[src/rtl/multicycle_ctrl.sv]
// Main control FSM for the multi-cycle RV32I datapath: fetch, decode, execute, memory, write-back.
// Optional retired-instruction counter enabled by defining MCTRL_INSTRET_EN.
module multicycle_ctrl #(
  parameter int unsigned INST_WIDTH = 32,
  parameter int unsigned CNT_WIDTH  = 32
) (
  input  logic                  clk,
  input  logic                  rst,
  output logic                  imem_req,
  input  logic                  imem_ready,
  input  logic [INST_WIDTH-1:0] imem_rdata,
  output logic                  dmem_req,
  output logic                  dmem_we,
  input  logic                  dmem_ready,
  output logic [INST_WIDTH-1:0] inst_out,
  output logic [2:0]            imm_src,
  output logic                  pc_we,
  output logic                  rf_we,
  output logic                  halted,
  output logic                  illegal,
  output logic [2:0]            state_o,
  output logic [CNT_WIDTH-1:0]  instret
);

  // Immediate-type encodings shared with the extender.
  localparam logic [2:0] R_IMM     = 3'd0;
  localparam logic [2:0] I_IMM     = 3'd1;
  localparam logic [2:0] S_IMM     = 3'd2;
  localparam logic [2:0] B_IMM     = 3'd3;
  localparam logic [2:0] U_IMM     = 3'd4;
  localparam logic [2:0] J_IMM     = 3'd5;
  localparam logic [2:0] SHAMT_IMM = 3'd6;

  localparam logic [6:0] OpLui    = 7'b0110111;
  localparam logic [6:0] OpAuipc  = 7'b0010111;
  localparam logic [6:0] OpJal    = 7'b1101111;
  localparam logic [6:0] OpJalr   = 7'b1100111;
  localparam logic [6:0] OpLoad   = 7'b0000011;
  localparam logic [6:0] OpImm    = 7'b0010011;
  localparam logic [6:0] OpStore  = 7'b0100011;
  localparam logic [6:0] OpBranch = 7'b1100011;
  localparam logic [6:0] OpReg    = 7'b0110011;

  localparam logic [INST_WIDTH-1:0] Ebreak = INST_WIDTH'(32'h00100073);

  typedef enum logic [2:0] {
    StFetch  = 3'd0,
    StDecode = 3'd1,
    StExec   = 3'd2,
    StMem    = 3'd3,
    StWb     = 3'd4,
    StHalt   = 3'd5,
    StTrap   = 3'd6
  } state_e;

  state_e                  state_q, state_d, dec_next;
  logic [INST_WIDTH-1:0]   inst_q;
  logic [2:0]              imm_q, imm_dec;
  // Low for the first cycle out of reset so imem_req rises one cycle after rst falls.
  logic                    run_q;
  logic [6:0]              opcode;
  logic [2:0]              funct3;
  logic                    is_store, is_load;

  assign opcode   = inst_q[6:0];
  assign funct3   = inst_q[14:12];
  assign is_store = (opcode == OpStore);
  assign is_load  = (opcode == OpLoad);

  always_comb begin
    imm_dec  = imm_q;
    dec_next = StTrap;
    if (inst_q == Ebreak) begin
      dec_next = StHalt;
    end else begin
      case (opcode)
        OpLui, OpAuipc:   begin imm_dec = U_IMM; dec_next = StExec; end
        OpJal:            begin imm_dec = J_IMM; dec_next = StExec; end
        OpJalr, OpLoad:   begin imm_dec = I_IMM; dec_next = StExec; end
        OpImm: begin
          imm_dec  = (funct3 == 3'b001 || funct3 == 3'b101) ? SHAMT_IMM : I_IMM;
          dec_next = StExec;
        end
        OpStore:          begin imm_dec = S_IMM; dec_next = StExec; end
        OpBranch:         begin imm_dec = B_IMM; dec_next = StExec; end
        OpReg:            begin imm_dec = R_IMM; dec_next = StExec; end
        default:          begin imm_dec = imm_q; dec_next = StTrap; end
      endcase
    end
  end

  always_comb begin
    state_d  = state_q;
    imem_req = 1'b0;
    dmem_req = 1'b0;
    dmem_we  = 1'b0;
    pc_we    = 1'b0;
    rf_we    = 1'b0;
    case (state_q)
      StFetch: begin
        imem_req = run_q;
        if (run_q && imem_ready) state_d = StDecode;
      end
      StDecode: state_d = dec_next;
      StExec: begin
        if (opcode == OpBranch) begin
          pc_we   = 1'b1;
          state_d = StFetch;
        end else if (is_load || is_store) begin
          state_d = StMem;
        end else begin
          state_d = StWb;
        end
      end
      StMem: begin
        dmem_req = 1'b1;
        dmem_we  = is_store;
        if (dmem_ready) begin
          // Store retires in its completion cycle to keep the 4-cycle store latency.
          pc_we   = is_store;
          state_d = is_store ? StFetch : StWb;
        end
      end
      StWb: begin
        rf_we   = 1'b1;
        pc_we   = 1'b1;
        state_d = StFetch;
      end
      StHalt:  state_d = StHalt;
      StTrap:  state_d = StTrap;
      default: state_d = StFetch;
    endcase
  end

  always_ff @(posedge clk) begin
    if (rst) begin
      state_q <= StFetch;
      run_q   <= 1'b0;
      inst_q  <= '0;
      imm_q   <= R_IMM;
    end else begin
      state_q <= state_d;
      run_q   <= 1'b1;
      if (state_q == StFetch && run_q && imem_ready) inst_q <= imem_rdata;
      if (state_q == StDecode) imm_q <= imm_dec;
    end
  end

  assign inst_out = inst_q;
  assign imm_src  = imm_q;
  assign halted   = (state_q == StHalt);
  assign illegal  = (state_q == StTrap);
  assign state_o  = state_q;

`ifdef MCTRL_INSTRET_EN
  logic [CNT_WIDTH-1:0] instret_q;

  always_ff @(posedge clk) begin
    if (rst) begin
      instret_q <= '0;
    end else if (pc_we) begin
      instret_q <= instret_q + 1'b1;
    end
  end

  assign instret = instret_q;
`else
  assign instret = '0;
`endif

endmodule

[config.mk]
export PLATFORM = sky130hd
export DESIGN_NAME = multicycle_ctrl
export DESIGN_NICKNAME = d
export VERILOG_FILES = /design/src/rtl/multicycle_ctrl.sv
export SDC_FILE = /design/constraint.sdc
export NUM_CORES = 1
export LEC_CHECK = 0
export ABC_AREA = 1
export CAP_MARGIN = 20
export CORE_AREA = 2 2 82 84
export DETAILED_ROUTE_END_ITERATION = 7
export DIE_AREA = 0 0 84 86
export GPL_TIMING_DRIVEN = 1
export PLACE_DENSITY = 0.76
export SYNTH_ARGS = -nofsm -noshare
export SYNTH_HDL_FRONTEND = slang
export SYNTH_SLANG_ARGS = --single-unit
[constraint.sdc]
create_clock -name clk -period 1.4 [get_ports clk]
set_input_delay 0.28 -clock clk [delete_from_list [all_inputs] [get_ports clk]]
set_output_delay 0.28 -clock clk [all_outputs]
set_load 0.005 [all_outputs]
==> impl_metrics.py <==
metrics = {
    "run_status": {
        "status": "finished, violations left",
        "violations": "setup timing",
    },
    "final_layout": {
        "final_cells": 515,
        "antenna_cells": 0,
        "areaGrowthSynthToFinish_pct": 87.8,
        "drive_gt1_share_pct": 50.0,
        "nFillCells": 509,
        "nets": 473,
    },
    "placement": {
        "numPortBuffers": 80,
        "gp_congestion": 0.834,
        "place_ws_ns": -0.458,
        "place_hpwl_um": 4400,
        "dp.cells": 482,
    },
    "timing": {
        "report.final.hold_viol_count": 0,
        "holdWs_ns": 0.479,
        "fin_ws_ns": -0.414,
        "finalMaxSlewViolations": 0,
        "setup_viol": 41,
        "setup_tns_ns": -5.76,
        "fin_crit_ns": 1.81,
        "post-route-period-util_pct": 130,
        "rsz0062_at_grt": "yes",
        "relSlewSlack_pct": 46.9,
        "worst_slew_pin_slew_ns": 0.796,
        "skew_ns": 0.00781,
        "timing.fmax_ghz": 0.551,
    },
    "setup_path": {
        "cp-end-kind": "output pin",
        "critPathMaxFanout": 2,
        "setup.worst_path.start_class": "flop",
        "cpMostUsedCell": "nand2_2",
        "crit_arrival_ns": 1.53,
        "critPathRequiredTime_ns": 1.12,
        "slowest_delay_ns": 0.33,
        "path_cells": "inv_2 -> nand2_2 -> nor2_4 -> nand2_2 -> inv_2 -> nand2_4 -> nor3_4 -> buf_4 -> nand2_2 -> o211ai_1 -> buf_2",
        "crit_path_top_delay_cell": "dfxtp_2",
        "crit_type": "flop to output pin",
    },
    "die": {
        "io_pins": 113,
        "die_y_um": 86,
        "initial_core_util_pct": 34.4,
        "die_w_um": 84,
        "rows": 29,
        "core_area_um2": 6280,
        "design.die.area_um2": 7220,
    },
    "power": {
        "p_sw_mw": 2.07,
        "pwr-share-clk_pct": 18.6,
        "p_per_area_nw_per_um2": 1340,
        "seqPwrFrac_pct": 26.6,
        "internal-power_mw": 3.35,
        "pwr-share-comb_pct": 54.8,
        "finalPower_mw": 5.42,
        "p_sw_share_pct": 38.3,
        "leakage_nw": 1.86,
        "vdd_ir_drop_max_mv": 1.14,
    },
    "global_routing": {
        "grtUsageTotal_pct": 20.1,
        "grt_pass1_wl_um": 11600,
        "antenna_found_initial": 0,
        "grt_pass1_vias": 2397,
        "grt_max_degree": 16,
        "gr-total-overflow": 0,
    },
    "synthesis": {
        "synth_seq_cells": 39,
        "synth_edf_count": 0,
        "seq_area_frac_synth_pct": 36.2,
        "synthFlopType": "dfxtp_1",
        "synthesis.area_um2": 2160,
        "synth_largest_area_cell": "dfxtp_1",
        "yosysUniqueCellTypes": 29,
        "synth-async-reset-ratio_pct": 0,
        "synth_area_leaders": "dfxtp_1, buf_4, nand2_1, a21oi_1, inv_1",
        "synth.most_common_cell": "nand2_1",
        "synth_top_area_share_pct": 36.2,
        "synth_commonest_cells": "nand2_1, dfxtp_1, inv_1",
        "netlist_instances": 296,
        "synth_area_per_cell_um2": 7.30,
        "yosysWarnings": 0,
    },
    "clock_network": {
        "htree_levels": 2,
        "tritoncts": "done",
        "cts_sinks": 39,
        "cts_root_buf": "clkbuf_8",
        "ctsHoldBuffers": 0,
        "clkLatencyLatePin_ns": 0.30,
        "clkTransAtPathRegs_ns": 0.08,
        "cts_buffers": 5,
        "clockBufferDepth": 2,
    },
    "routing": {
        "drtIter0Drc": 114,
        "wirelength_um": 7850,
        "firstDrtPassIters": 4,
        "ant_nets": 0,
        "wl_per_cell_um": 15.2,
        "drc": 0,
        "vias_per_cell": 4.72,
        "vias": 2430,
    },
    "min_path": {
        "hold_class": "flop to flop",
    },
    "flow_run": {
        "drv_cap": 0,
    },
}
[registers in the layout, indices dropped and copies added (netlist names)]
signal,count
inst_out,32
state_o,3
run_q,1
imm_src,3
[logic make-up after synthesis]
logic type,count (synthesis),synth area share (%)
AO/OA/AOI/OAI,64,15.4
AND/OR/NAND/NOR,111,26.5
flip-flops,39,36.2
other,1,0.174
buffers and inverters,81,21.7
[area by class of cell]
type | count | area [µm²] | area share [%]
Multi-Input combinational cell | 214 | 1570 | 38.7
Timing Repair Buffer | 138 | 1310 | 32.3
Sequential cell | 39 | 813 | 20.1
Inverter | 39 | 149 | 3.67
Tap cell | 77 | 96.3 | 2.38
Clock buffer | 6 | 82.6 | 2.04
Clock inverter | 2 | 35.0 | 0.864
[per-layer routing]
metal  share of wire [%]  wire, µm  GRT usage (%)  up-vias
met5                   0         0              0        -
met1                  41      3220           24.1     1145
met2                  51      4020           36.9       97
met3                 6.1       475           4.72       16
met4                 1.7       135           4.11        0
li1                    -         -              -     1172
[cell usage in the layout (no fill, tap or decap), types with 15 or more instances in the layout]
| cell type | instances |
|---|---|
| inv_1 | 29 |
| o21ai_2 | 20 |
| dlygate4sd2_1 | 35 |
| dfxtp_2 | 26 |
| nand2_2 | 15 |
| buf_6 | 18 |
| buf_4 | 37 |
| conb_1 | 32 |
| a21oi_2 | 27 |
| nand2_1 | 31 |
| clkdlybuf4s50_1 | 34 |
[worst max-delay path, delay by kind of cell, from the launching register on]
family / cells / cell delay [ns]
AO/OA/AOI/OAI: 1 / 0.07
buffers and inverters: 4 / 0.40
flip-flops: 1 / 0.33
AND/OR/NAND/NOR: 6 / 0.43
[worst paths after layout]
check                           depth (start not counted)  slack [ns]                      start                         to
worst min register to register                          2        0.48  inst_out[14]$_SDFFE_PP0P_  inst_out[14]$_SDFFE_PP0P_
worst max-delay path                                   11       -0.41   inst_out[3]$_SDFFE_PP0P_                      pc_we
worst min-delay path                                    2        0.48  inst_out[14]$_SDFFE_PP0P_  inst_out[14]$_SDFFE_PP0P_
worst max register to register                         10       -0.20    state_o[1]$_SDFFE_PP0P_   inst_out[1]$_SDFFE_PP0P_
[power by group through the flow]
stage          combinational (mW)  clock [mW]  sequential [mW]
5_1_grt                      3.16        1.08             1.47
4_1_cts                      2.52        1.02             1.41
2_1_floorplan               0.904           0             1.48
3_5_place_dp                 1.81           0             1.43
6_report                     2.97        1.01             1.44
3_3_place_gp                 1.76           0             1.42
[per-stage QoR]
stage	area, µm²	util [%]
floorplan	2280	-
global placement	3160	50.4
detailed placement	3160	50.4
CTS	3780	60.2
global route	4060	64.6
finish	4060	64.6
[timing repair]
item	CTS	global route
buffers inserted	13	7
gates resized for setup	167	78
pin swaps	20	29
endpoints found under the setup margin	75	46
gates cloned	8	0
Note: power is estimated with default switching activity, not from simulation.
